`config.mk`:
```
export PLATFORM = sky130hd
export DESIGN_NAME = axi_phase_sequencer
export DESIGN_NICKNAME = d
export VERILOG_FILES = /design/src/rtl/axi_phase_seq_pkg.sv /design/src/rtl/axi_phase_done_join.sv /design/src/rtl/axi_phase_sequencer.sv
export SDC_FILE = /design/constraint.sdc
export NUM_CORES = 1
export LEC_CHECK = 0
export BUFFER_PORTS_ARGS = -buffer_cell sky130_fd_sc_hd__buf_2
export CAP_MARGIN = 0
export CORE_ASPECT_RATIO = 1.75
export CORE_UTILIZATION = 40
export CTS_BUF_LIST = sky130_fd_sc_hd__clkbuf_16
export DETAILED_ROUTE_END_ITERATION = 10
export GPL_TIMING_DRIVEN = 0
export PLACE_DENSITY = 0.61
export SKIP_LAST_GASP = 1
export SLEW_MARGIN = 20
export SYNTH_ARGS = -nofsm -noshare
export SYNTH_HDL_FRONTEND = slang
export SYNTH_SLANG_ARGS = --single-unit
export TNS_END_PERCENT = 20
```
`constraint.sdc`:
```
create_clock -name clk -period 5.2 [get_ports clk]
set_clock_uncertainty 0.2 [all_clocks]
set_input_delay 0.78 -clock clk [delete_from_list [all_inputs] [get_ports clk]]
set_output_delay 0.78 -clock clk [all_outputs]
set_load 0.02 [all_outputs]
```
`src/rtl/axi_phase_seq_pkg.sv`:
```
// ---------------------------------------------------------------------------
// axi_phase_seq_pkg
// Shared types and helpers for the AXI4 bench phase sequencer.
//   phase_seq_state_t : sequencer FSM states (BV_* only exist when the
//                       BYTE_VERIFICATION_PHASE_EN macro is defined)
//   calc_num_phases   : number of phases for a given test / phase count
//   state_to_string   : printable state name for the debug logger
// ---------------------------------------------------------------------------
package axi_phase_seq_pkg;

   // Encodings are fixed so that logged state values stay comparable
   // between builds with and without the byte verification phase.
   typedef enum logic [3:0] {
      IDLE     = 4'd0,
      WR_START = 4'd1,
      WR_WAIT  = 4'd2,
      RD_START = 4'd3,
      RD_WAIT  = 4'd4,
      NEXT     = 4'd5,
`ifdef BYTE_VERIFICATION_PHASE_EN
      BV_START = 4'd6,
      BV_WAIT  = 4'd7,
`endif
      DONE     = 4'd8,
      ERROR    = 4'd9
   } phase_seq_state_t;

   localparam int DEFAULT_TOTAL_TEST_COUNT = 64;
   localparam int DEFAULT_PHASE_TEST_COUNT = 8;
   localparam int DEFAULT_NUM_PHASES = DEFAULT_TOTAL_TEST_COUNT / DEFAULT_PHASE_TEST_COUNT;

   // A zero phase size would divide by zero; report zero phases instead so the
   // elaboration check in the top level can flag it.
   function automatic int calc_num_phases(input int total, input int per_phase);
      return (per_phase > 0) ? (total / per_phase) : 0;
   endfunction

   function automatic string state_to_string(input phase_seq_state_t s);
      case (s)
         IDLE:     return "IDLE";
         WR_START: return "WR_START";
         WR_WAIT:  return "WR_WAIT";
         RD_START: return "RD_START";
         RD_WAIT:  return "RD_WAIT";
         NEXT:     return "NEXT";
`ifdef BYTE_VERIFICATION_PHASE_EN
         BV_START: return "BV_START";
         BV_WAIT:  return "BV_WAIT";
`endif
         DONE:     return "DONE";
         ERROR:    return "ERROR";
         default:  return "UNKNOWN";
      endcase
   endfunction

endpackage

```
`src/rtl/axi_phase_done_join.sv`:
```
// ---------------------------------------------------------------------------
// axi_phase_done_join
// Joins two single-cycle done pulses that may arrive in any order or together.
//   clk, rst    : clock, synchronous active-high reset
//   clear       : drops both remembered pulses (used on the start cycle)
//   capture_en  : pulses are only remembered / reported while this is high
//   done_a/b    : done pulses from the two channels
//   all_done    : high in the cycle the pair is complete, including the
//                 cycle in which the second pulse arrives
// ---------------------------------------------------------------------------
module axi_phase_done_join (
   input  logic clk,
   input  logic rst,
   input  logic clear,
   input  logic capture_en,
   input  logic done_a,
   input  logic done_b,
   output logic all_done
);

   logic seen_a;
   logic seen_b;

   // Remember each pulse until the pair is consumed. Pulses outside the
   // capture window are dropped so nothing can be pre-loaded.
   always_ff @(posedge clk) begin
      if (rst || clear) begin
         seen_a <= 1'b0;
         seen_b <= 1'b0;
      end else if (capture_en) begin
         if (done_a) seen_a <= 1'b1;
         if (done_b) seen_b <= 1'b1;
      end
   end

   // Live pulses are OR-ed in so the caller can advance in the same cycle
   // the last done arrives.
   assign all_done = capture_en && (seen_a || done_a) && (seen_b || done_b);

endmodule

```
`src/rtl/axi_phase_sequencer.sv`:
```
// ---------------------------------------------------------------------------
// axi_phase_sequencer
// Steps the AXI4 bench through its test phases: per phase it pulses the write
// channel starts, waits for AW and W done, pulses the read channel starts,
// waits for AR and R done, then advances current_phase. A watchdog flags any
// wait that exceeds PHASE_TIMEOUT_CYCLES (0 disables it).
//
// Optional build macro BYTE_VERIFICATION_PHASE_EN adds a final byte
// verification phase after the last test phase.
//
// Ports:
//   clk, rst                     : clock, synchronous active-high reset
//   start                        : level, sampled in IDLE
//   *_phase_done                 : done pulses from AW / W / AR / R agents
//   *_phase_start                : one-cycle start pulses to the agents
//   current_phase                : 0-based phase index
//   test_execution_completed     : sticky, set once the last phase is done
//   phase_timeout                : sticky watchdog error
//   byte_verification_phase_*    : (macro only) BV start / done / done latch
//   busy                         : high outside IDLE, DONE and ERROR
// ---------------------------------------------------------------------------
module axi_phase_sequencer
   import axi_phase_seq_pkg::*;
#(
   parameter int TOTAL_TEST_COUNT     = 64,
   parameter int PHASE_TEST_COUNT     = 8,
   parameter int PHASE_TIMEOUT_CYCLES = 100000,
   parameter int PHASE_W              = 8
) (
   input  logic               clk,
   input  logic               rst,
   input  logic               start,
   input  logic               write_addr_phase_done,
   input  logic               write_data_phase_done,
   input  logic               read_addr_phase_done,
   input  logic               read_data_phase_done,
   output logic               write_addr_phase_start,
   output logic               write_data_phase_start,
   output logic               read_addr_phase_start,
   output logic               read_data_phase_start,
   output logic [PHASE_W-1:0] current_phase,
   output logic               test_execution_completed,
   output logic               phase_timeout,
`ifdef BYTE_VERIFICATION_PHASE_EN
   output logic               byte_verification_phase_start,
   input  logic               byte_verification_phase_done,
   output logic               byte_verification_phase_done_latched,
`endif
   output logic               busy
);

   localparam int NUM_PHASES = calc_num_phases(TOTAL_TEST_COUNT, PHASE_TEST_COUNT);
   localparam int WD_W = (PHASE_TIMEOUT_CYCLES > 1) ? $clog2(PHASE_TIMEOUT_CYCLES) : 1;
   localparam logic [PHASE_W-1:0] LAST_PHASE = PHASE_W'(NUM_PHASES - 1);
   // The counter reads N-1 during the N-th cycle of a wait, so the limit
   // compare fires on the last allowed cycle.
   localparam logic [WD_W-1:0] WD_LIMIT = WD_W'(PHASE_TIMEOUT_CYCLES - 1);

   if ((PHASE_TEST_COUNT <= 0) || (TOTAL_TEST_COUNT % PHASE_TEST_COUNT != 0)) begin : g_bad_ratio
      $error("axi_phase_sequencer: TOTAL_TEST_COUNT must be a multiple of PHASE_TEST_COUNT");
   end
   if (NUM_PHASES > (1 << PHASE_W)) begin : g_bad_width
      $error("axi_phase_sequencer: NUM_PHASES does not fit in PHASE_W bits");
   end

   phase_seq_state_t state;
   phase_seq_state_t next_state;

   logic            wr_all_done;
   logic            rd_all_done;
   logic            in_wait;
   logic            timeout_hit;
   logic            last_phase;
   logic [WD_W-1:0] wd_cnt;

   axi_phase_done_join u_write_join (
      .clk        (clk),
      .rst        (rst),
      .clear      (state == WR_START),
      .capture_en (state == WR_WAIT),
      .done_a     (write_addr_phase_done),
      .done_b     (write_data_phase_done),
      .all_done   (wr_all_done)
   );

   axi_phase_done_join u_read_join (
      .clk        (clk),
      .rst        (rst),
      .clear      (state == RD_START),
      .capture_en (state == RD_WAIT),
      .done_a     (read_addr_phase_done),
      .done_b     (read_data_phase_done),
      .all_done   (rd_all_done)
   );

`ifdef BYTE_VERIFICATION_PHASE_EN
   assign in_wait = (state == WR_WAIT) || (state == RD_WAIT) || (state == BV_WAIT);
`else
   assign in_wait = (state == WR_WAIT) || (state == RD_WAIT);
`endif
   assign timeout_hit = (PHASE_TIMEOUT_CYCLES != 0) && in_wait && (wd_cnt == WD_LIMIT);
   assign last_phase  = (current_phase == LAST_PHASE);

   // State register; reset wins over every transition.
   always_ff @(posedge clk) begin
      if (rst) state <= IDLE;
      else     state <= next_state;
   end

   // Next-state logic. In every wait state the watchdog is checked first so a
   // done arriving on the timeout cycle cannot rescue the phase.
   always_comb begin
      next_state = state;
      case (state)
         IDLE:     if (start) next_state = WR_START;
         WR_START: next_state = WR_WAIT;
         WR_WAIT: begin
            if (timeout_hit)      next_state = ERROR;
            else if (wr_all_done) next_state = RD_START;
         end
         RD_START: next_state = RD_WAIT;
         RD_WAIT: begin
            if (timeout_hit)      next_state = ERROR;
            else if (rd_all_done) next_state = NEXT;
         end
         NEXT: begin
`ifdef BYTE_VERIFICATION_PHASE_EN
            if (last_phase) next_state = BV_START;
`else
            if (last_phase) next_state = DONE;
`endif
            else            next_state = WR_START;
         end
`ifdef BYTE_VERIFICATION_PHASE_EN
         BV_START: next_state = BV_WAIT;
         BV_WAIT: begin
            if (timeout_hit)                       next_state = ERROR;
            else if (byte_verification_phase_done) next_state = DONE;
         end
`endif
         DONE:     next_state = DONE;
         ERROR:    next_state = ERROR;
         default:  next_state = IDLE;
      endcase
   end

   // Phase index, sticky status flags and watchdog. Completion is flagged as
   // the final read pair finishes, so it is already visible while in NEXT and
   // leads the BV start pulse by one cycle.
   always_ff @(posedge clk) begin
      if (rst) begin
         current_phase            <= '0;
         test_execution_completed <= 1'b0;
         phase_timeout            <= 1'b0;
         wd_cnt                   <= '0;
      end else begin
         if (state == IDLE && start)
            current_phase <= '0;
         else if (state == NEXT && !last_phase)
            current_phase <= current_phase + 1'b1;

         if (state == RD_WAIT && next_state == NEXT && last_phase)
            test_execution_completed <= 1'b1;

         if (timeout_hit)
            phase_timeout <= 1'b1;

         if (next_state != state)
            wd_cnt <= '0;
         else if (in_wait)
            wd_cnt <= wd_cnt + 1'b1;
      end
   end

`ifdef BYTE_VERIFICATION_PHASE_EN
   // Sticky record that the byte verification phase finished in time.
   always_ff @(posedge clk) begin
      if (rst)
         byte_verification_phase_done_latched <= 1'b0;
      else if (state == BV_WAIT && !timeout_hit && byte_verification_phase_done)
         byte_verification_phase_done_latched <= 1'b1;
   end
`endif

   // Start pulses and busy are pure decodes of the current state.
   always_comb begin
      write_addr_phase_start = (state == WR_START);
      write_data_phase_start = (state == WR_START);
      read_addr_phase_start  = (state == RD_START);
      read_data_phase_start  = (state == RD_START);
`ifdef BYTE_VERIFICATION_PHASE_EN
      byte_verification_phase_start = (state == BV_START);
`endif
      busy = !((state == IDLE) || (state == DONE) || (state == ERROR));
   end

endmodule

```
# Word level (Yosys, flattened, before mapping)
# Index checks and enable logic that the tools add are counted.
# totals
word_cells	56
inputBits	7
regBits	35
out_inout_bits	15
# op_classes
n_eq_ne	11
n_reduce_logical	27
mux	7
n_addsub	2
# op_table
operator	n
case mux 4 bit (8 select lines)	1
2-to-1 mux 4 bit	6
adder 17 x 1 -> 17 bit, second input constant	1
equality test 17 bit, second input constant	1
equality test 4 x 3 -> 1 bit, second input constant	3
logical AND 1 bit	9
logical OR 1 bit	9
adder 8 x 1 -> 8 bit, second input constant	1
equality test 4 x 2 -> 1 bit, second input constant	2
equality test 4 bit, second input constant	2
equality test 8 x 3 -> 1 bit, second input constant	1
AND reduction 2 bit	4
equality test 4 x 1 -> 1 bit, second input constant	1
zero test 4 bit	1
!= test 4 bit	1
OR reduction 2 bit	2
zero test 1 bit	2

# Longest topological paths before layout
# logic_depth
word_depth	9
ltp_mapped	8

# Hierarchy
# A second synthesis with hierarchy kept.
# hier_totals
hier_cells	196
hier_area_um2	1756.7
# modules_own_cells
mod	cells_per_inst	seq_area_each_um2	area_per_inst_um2	n_inst
axi_phase_sequencer	182	620.6	1614.0	1
axi_phase_done_join	7	40.0	71.3	2

# Least setup slack after synthesis
# OpenSTA, ideal clock, no wires.
# synth_path
path_type	input to register
start	in start
end	reg wd_cnt[10]
required_time_ps	4921
setup_slack_ps	2859
cell_stages	7
arrival_time_ps	2061
setup_time_ps	79
path_cell_list	or3b_1 -> a21oi_1 -> o21ai_2 -> a211o_1 -> buf_4 -> buf_6 -> a211oi_2
# synth_via
elab_chain_cells	4
# synth_lines
item	line	text
start: declaration	axi_phase_sequencer.sv:32	input logic start,
2-to-1 mux 4 bit	axi_phase_sequencer.sv:115	IDLE: if (start) next_state = WR_START;
case mux 4 bit (8 select lines)	axi_phase_sequencer.sv:114	case (state)
!= test 4 bit	axi_phase_sequencer.sv:168	if (next_state != state)
OR reduction 2 bit (no source line)	n/a	
end signal: assignment	axi_phase_sequencer.sv:171	wd_cnt <= wd_cnt + 1'b1;
end: declaration	axi_phase_sequencer.sv:74	logic [WD_W-1:0] wd_cnt;
# No other way between the ends.
# A chain may end at the register's enable or synchronous reset.

# Worst setup path after layout
# layout_path
start	reg state[3]
end	out write_data_phase_start
# layout_via
elab_chain_cells	1
# layout_lines
item	line	text
start: declaration	axi_phase_sequencer.sv:66	phase_seq_state_t state;
start signal: assignment	axi_phase_sequencer.sv:107	else state <= next_state;
equality test 4 x 1 -> 1 bit	axi_phase_sequencer.sv:188	write_data_phase_start = (state == WR_START);
end: declaration	axi_phase_sequencer.sv:38	output logic write_data_phase_start,
# No other way between the ends.

==> results.yml <==
global_routing:
  antenna_found_initial: 0
  grt-ovfl-total: 0
  grt_usage_pct: 18.5
  grt_max_degree: 12
  grt_pass1_vias: 1557
  grt_pass1_wl_um: 6660
floorplan:
  die_h_um: 91.9
  ios: 22
  dieWidth_um: 53.4
  die-area_mm2: 0.00490
  rows: 32
  start_util_pct: 41.9
  core_area_mm2: 0.00440
worst_setup_path:
  crit_slowest_cell: "dfxtp_1"
  crit_type: "reg2out"
  reg2reg_slack_ns: 2.81
  r2r_end: "wd_cnt[1]"
  timing.rr.start: "wd_cnt[0]"
  worstPathMaxFanout: 10
  path_cells: "buf_2, nor2_1, nand2_1, nor2_1, buf_4, buf_2"
  worstPathArrival_ns: 1.65
  r2r_cells: 8
  crit_required_ns: 4.22
  worstSetupStartpointType: "flop"
  crit_path_max_incr_delay_ns: 0.29
  end_kind: "output pin"
drt:
  drtAntennaViolNets: 0
  wl_um: 4080
  vias_per_cell: 5.55
  top_layer_used: "met4"
  dr_wl_met3_um: 133
  met1Wirelength_um: 1570
  drcViolationCount: 0
  first_iter_violations: 44
  route.met2.wl_um: 2280
  wl_per_cell_um: 14.5
  drt-pass1-iter-count: 4
  num_vias: 1566
clock_tree:
  clk_pin_slew_ns: 0.06
  cts-root-buf: "clkbuf_16"
  h-tree-depth: 2
  worstSkewPairLatency_ns: 0.28
  cts_tree: "done"
  cts.sinks: 35
  cts_resized: 0
  cts_setup_buffers: 0
  cts_buffer_depth: 2
  cts_hold_buf: 0
  cts_buffers: 5
synth:
  synth_cells: 202
  netlist_area_mm2: 0.00185
  syn-num-nets: 211
  ys_seq_elements: 35
  syn_area_per_cell_um2: 9.14
  yosysWarnings: 0
  yosysSeqAreaShare_pct: 37.9
  netlist-cell-type-count: 40
sta:
  setup_violations: 0
  worst_pin_slew_ns: 0.577
  tns_ns: 0
  timing.hold.ws_ns: 0.246
  slew_headroom_pct: 61.0
  rsz0062_at_grt: "no"
  slew_viol_final: 0
  fin_crit_ns: 2.63
  finalCritPeriodShare_pct: 50.5
  hold_viol: 0
  layout_setup_ws_ns: 2.57
  max_freq_mhz: 380
cells_and_area:
  drive_gt1_share_pct: 25.1
  area_delta_synth_final_pct: 16.8
  final_common_cell: "dfxtp_1"
  antenna_cells: 0
  final_cell_mix: "35 x dfxtp_1, 27 x buf_2, 20 x nor2_1, 15 x xor2_1, 13 x nand2_1"
  nets: 239
placement:
  finalWeightedCongestion: 0.848
  dp_slack_ns: 2.68
  io_buffers: 21
  place_hpwl_um: 2990
power_and_ir_drop:
  p_leak_uw: 0.000791
  p_sw_uw: 156
  powerDensity_mw_per_mm2: 289
  seq_power_share_pct: 43.7
  power.internal_uw: 467
  combPwrFrac_pct: 10.3
  switching_share_pct: 25.0
  clkPwrFrac_pct: 45.9
  vdd_ir_drop_max_uv: 213
worst_hold_path:
  min_to: "phase_timeout"
  min_path_type: "reg2reg"
  hp-start: "phase_timeout"
  whs_path_depth: 2
outcome:
  status: "complete, no violations"
job:
  cap_violations: 0
-- cell type report --
| type | count | area, um^2 |
|---|---|---|
| Fill cell | 450 | 2250 |
| Timing Repair Buffer | 21 | 105 |
| Tap cell | 51 | 63.8 |
| Buffer | 13 | 90.1 |
| Inverter | 8 | 30.0 |
| Multi-Input combinational cell | 146 | 1030 |
| Sequential cell | 35 | 701 |
| Clock buffer | 5 | 125 |
| Clock inverter | 3 | 16.3 |
-- per-stage QoR --
step	util [%]	instances	total power [uW]	area, um^2
final	49.0	282	623	2160
after global routing	49.0	282	645	2160
after CTS	49.0	282	630	2160
after detailed placement	45.8	274	343	2020
after global placement	45.8	274	343	2020
after floorplan	-	202	326	1850
-- synth_stat cells --
cell type / instances / area, um^2
a211o_1: 1 / 8.76
mux2i_1: 1 / 10.0
and4bb_2: 2 / 25.0
or4_4: 1 / 11.3
nand2_4: 1 / 11.3
inv_1: 8 / 30.0
xnor2_1: 9 / 78.8
and4_1: 2 / 17.5
buf_6: 3 / 33.8
nand3_4: 1 / 17.5
a211oi_2: 10 / 125
nand2_1: 13 / 48.8
a221oi_1: 1 / 8.76
nand3_1: 8 / 40.0
or4_1: 1 / 7.51
o22a_1: 2 / 17.5
nor4bb_1: 1 / 10.0
ha_1: 2 / 25.0
o32ai_1: 1 / 8.76
or3b_1: 1 / 8.76
a21oi_1: 11 / 55.1
xor2_1: 15 / 131
o21ai_2: 1 / 8.76
nor4_1: 1 / 6.26
a21oi_4: 1 / 16.3
nor2_1: 20 / 75.1
buf_4: 3 / 22.5
and3_1: 4 / 25.0
a31o_2: 1 / 8.76
and2_1: 4 / 25.0
nand4_1: 10 / 62.6
clkbuf_1: 1 / 3.75
nor3_1: 10 / 50.1
nand2b_1: 1 / 6.26
o21ai_0: 1 / 5.00
dfxtp_1: 35 / 701
a22oi_1: 1 / 7.51
buf_2: 6 / 30.0
a211oi_1: 6 / 45.0
o31a_4: 1 / 17.5
-- critical path, delay by kind of cell (launching register included) --
kind	cells	cell delay [ns]
buffers and inverters	3	0.48
and+or+nand+nor	3	0.60
DFF	1	0.29
-- sequential cells by signal, summed over array words and instances, names as in the netlist --
register / cells
u_read_join.seen_b: 1
phase_timeout: 1
test_execution_completed: 1
state: 4
wd_cnt: 17
u_write_join.seen_a: 1
current_phase: 8
u_read_join.seen_a: 1
u_write_join.seen_b: 1
-- power by group through the flow --
| stage | Sequential (uW) | Combinational [uW] | Clock (uW) |
|---|---|---|---|
| CTS | 273 | 65.0 | 292 |
| global placement | 278 | 64.9 | 0 |
| detailed placement | 278 | 64.9 | 0 |
| global route | 273 | 70.1 | 302 |
| floorplan | 278 | 48.1 | 0 |
| finish | 273 | 64.5 | 286 |
-- routing by layer --
layer / up-vias / track usage, %
met1: 744 / 17.6
met2: 39 / 34.6
met4: 0 / 8.33
met5: - / 0
met3: 7 / 4.15
li1: 776 / -
-- kinds of logic after synthesis --
kind of cell	after synthesis	share of synthesized area (%)
buf+inv	21	6.50
compound gates	38	18.0
mux	1	0.542
simple gates	81	24.3
fa+ha+maj	2	1.35
xor+xnor	24	11.4
flops	35	37.9
-- worst max path at each step --
stage                         from                endpoint  slack, ns  cells past startpoint
final                     state[3]  write_data_phase_start       2.57                      6
after global routing      state[3]  write_data_phase_start       2.47                      6
after CTS                 state[3]  write_data_phase_start       2.58                      6
after detailed placement     start              wd_cnt[12]       2.68                      8
after global placement       start               wd_cnt[7]       2.69                      8
after floorplan              start              wd_cnt[10]       2.86                      7
No activity file was read; power rests on OpenSTA's default activity.
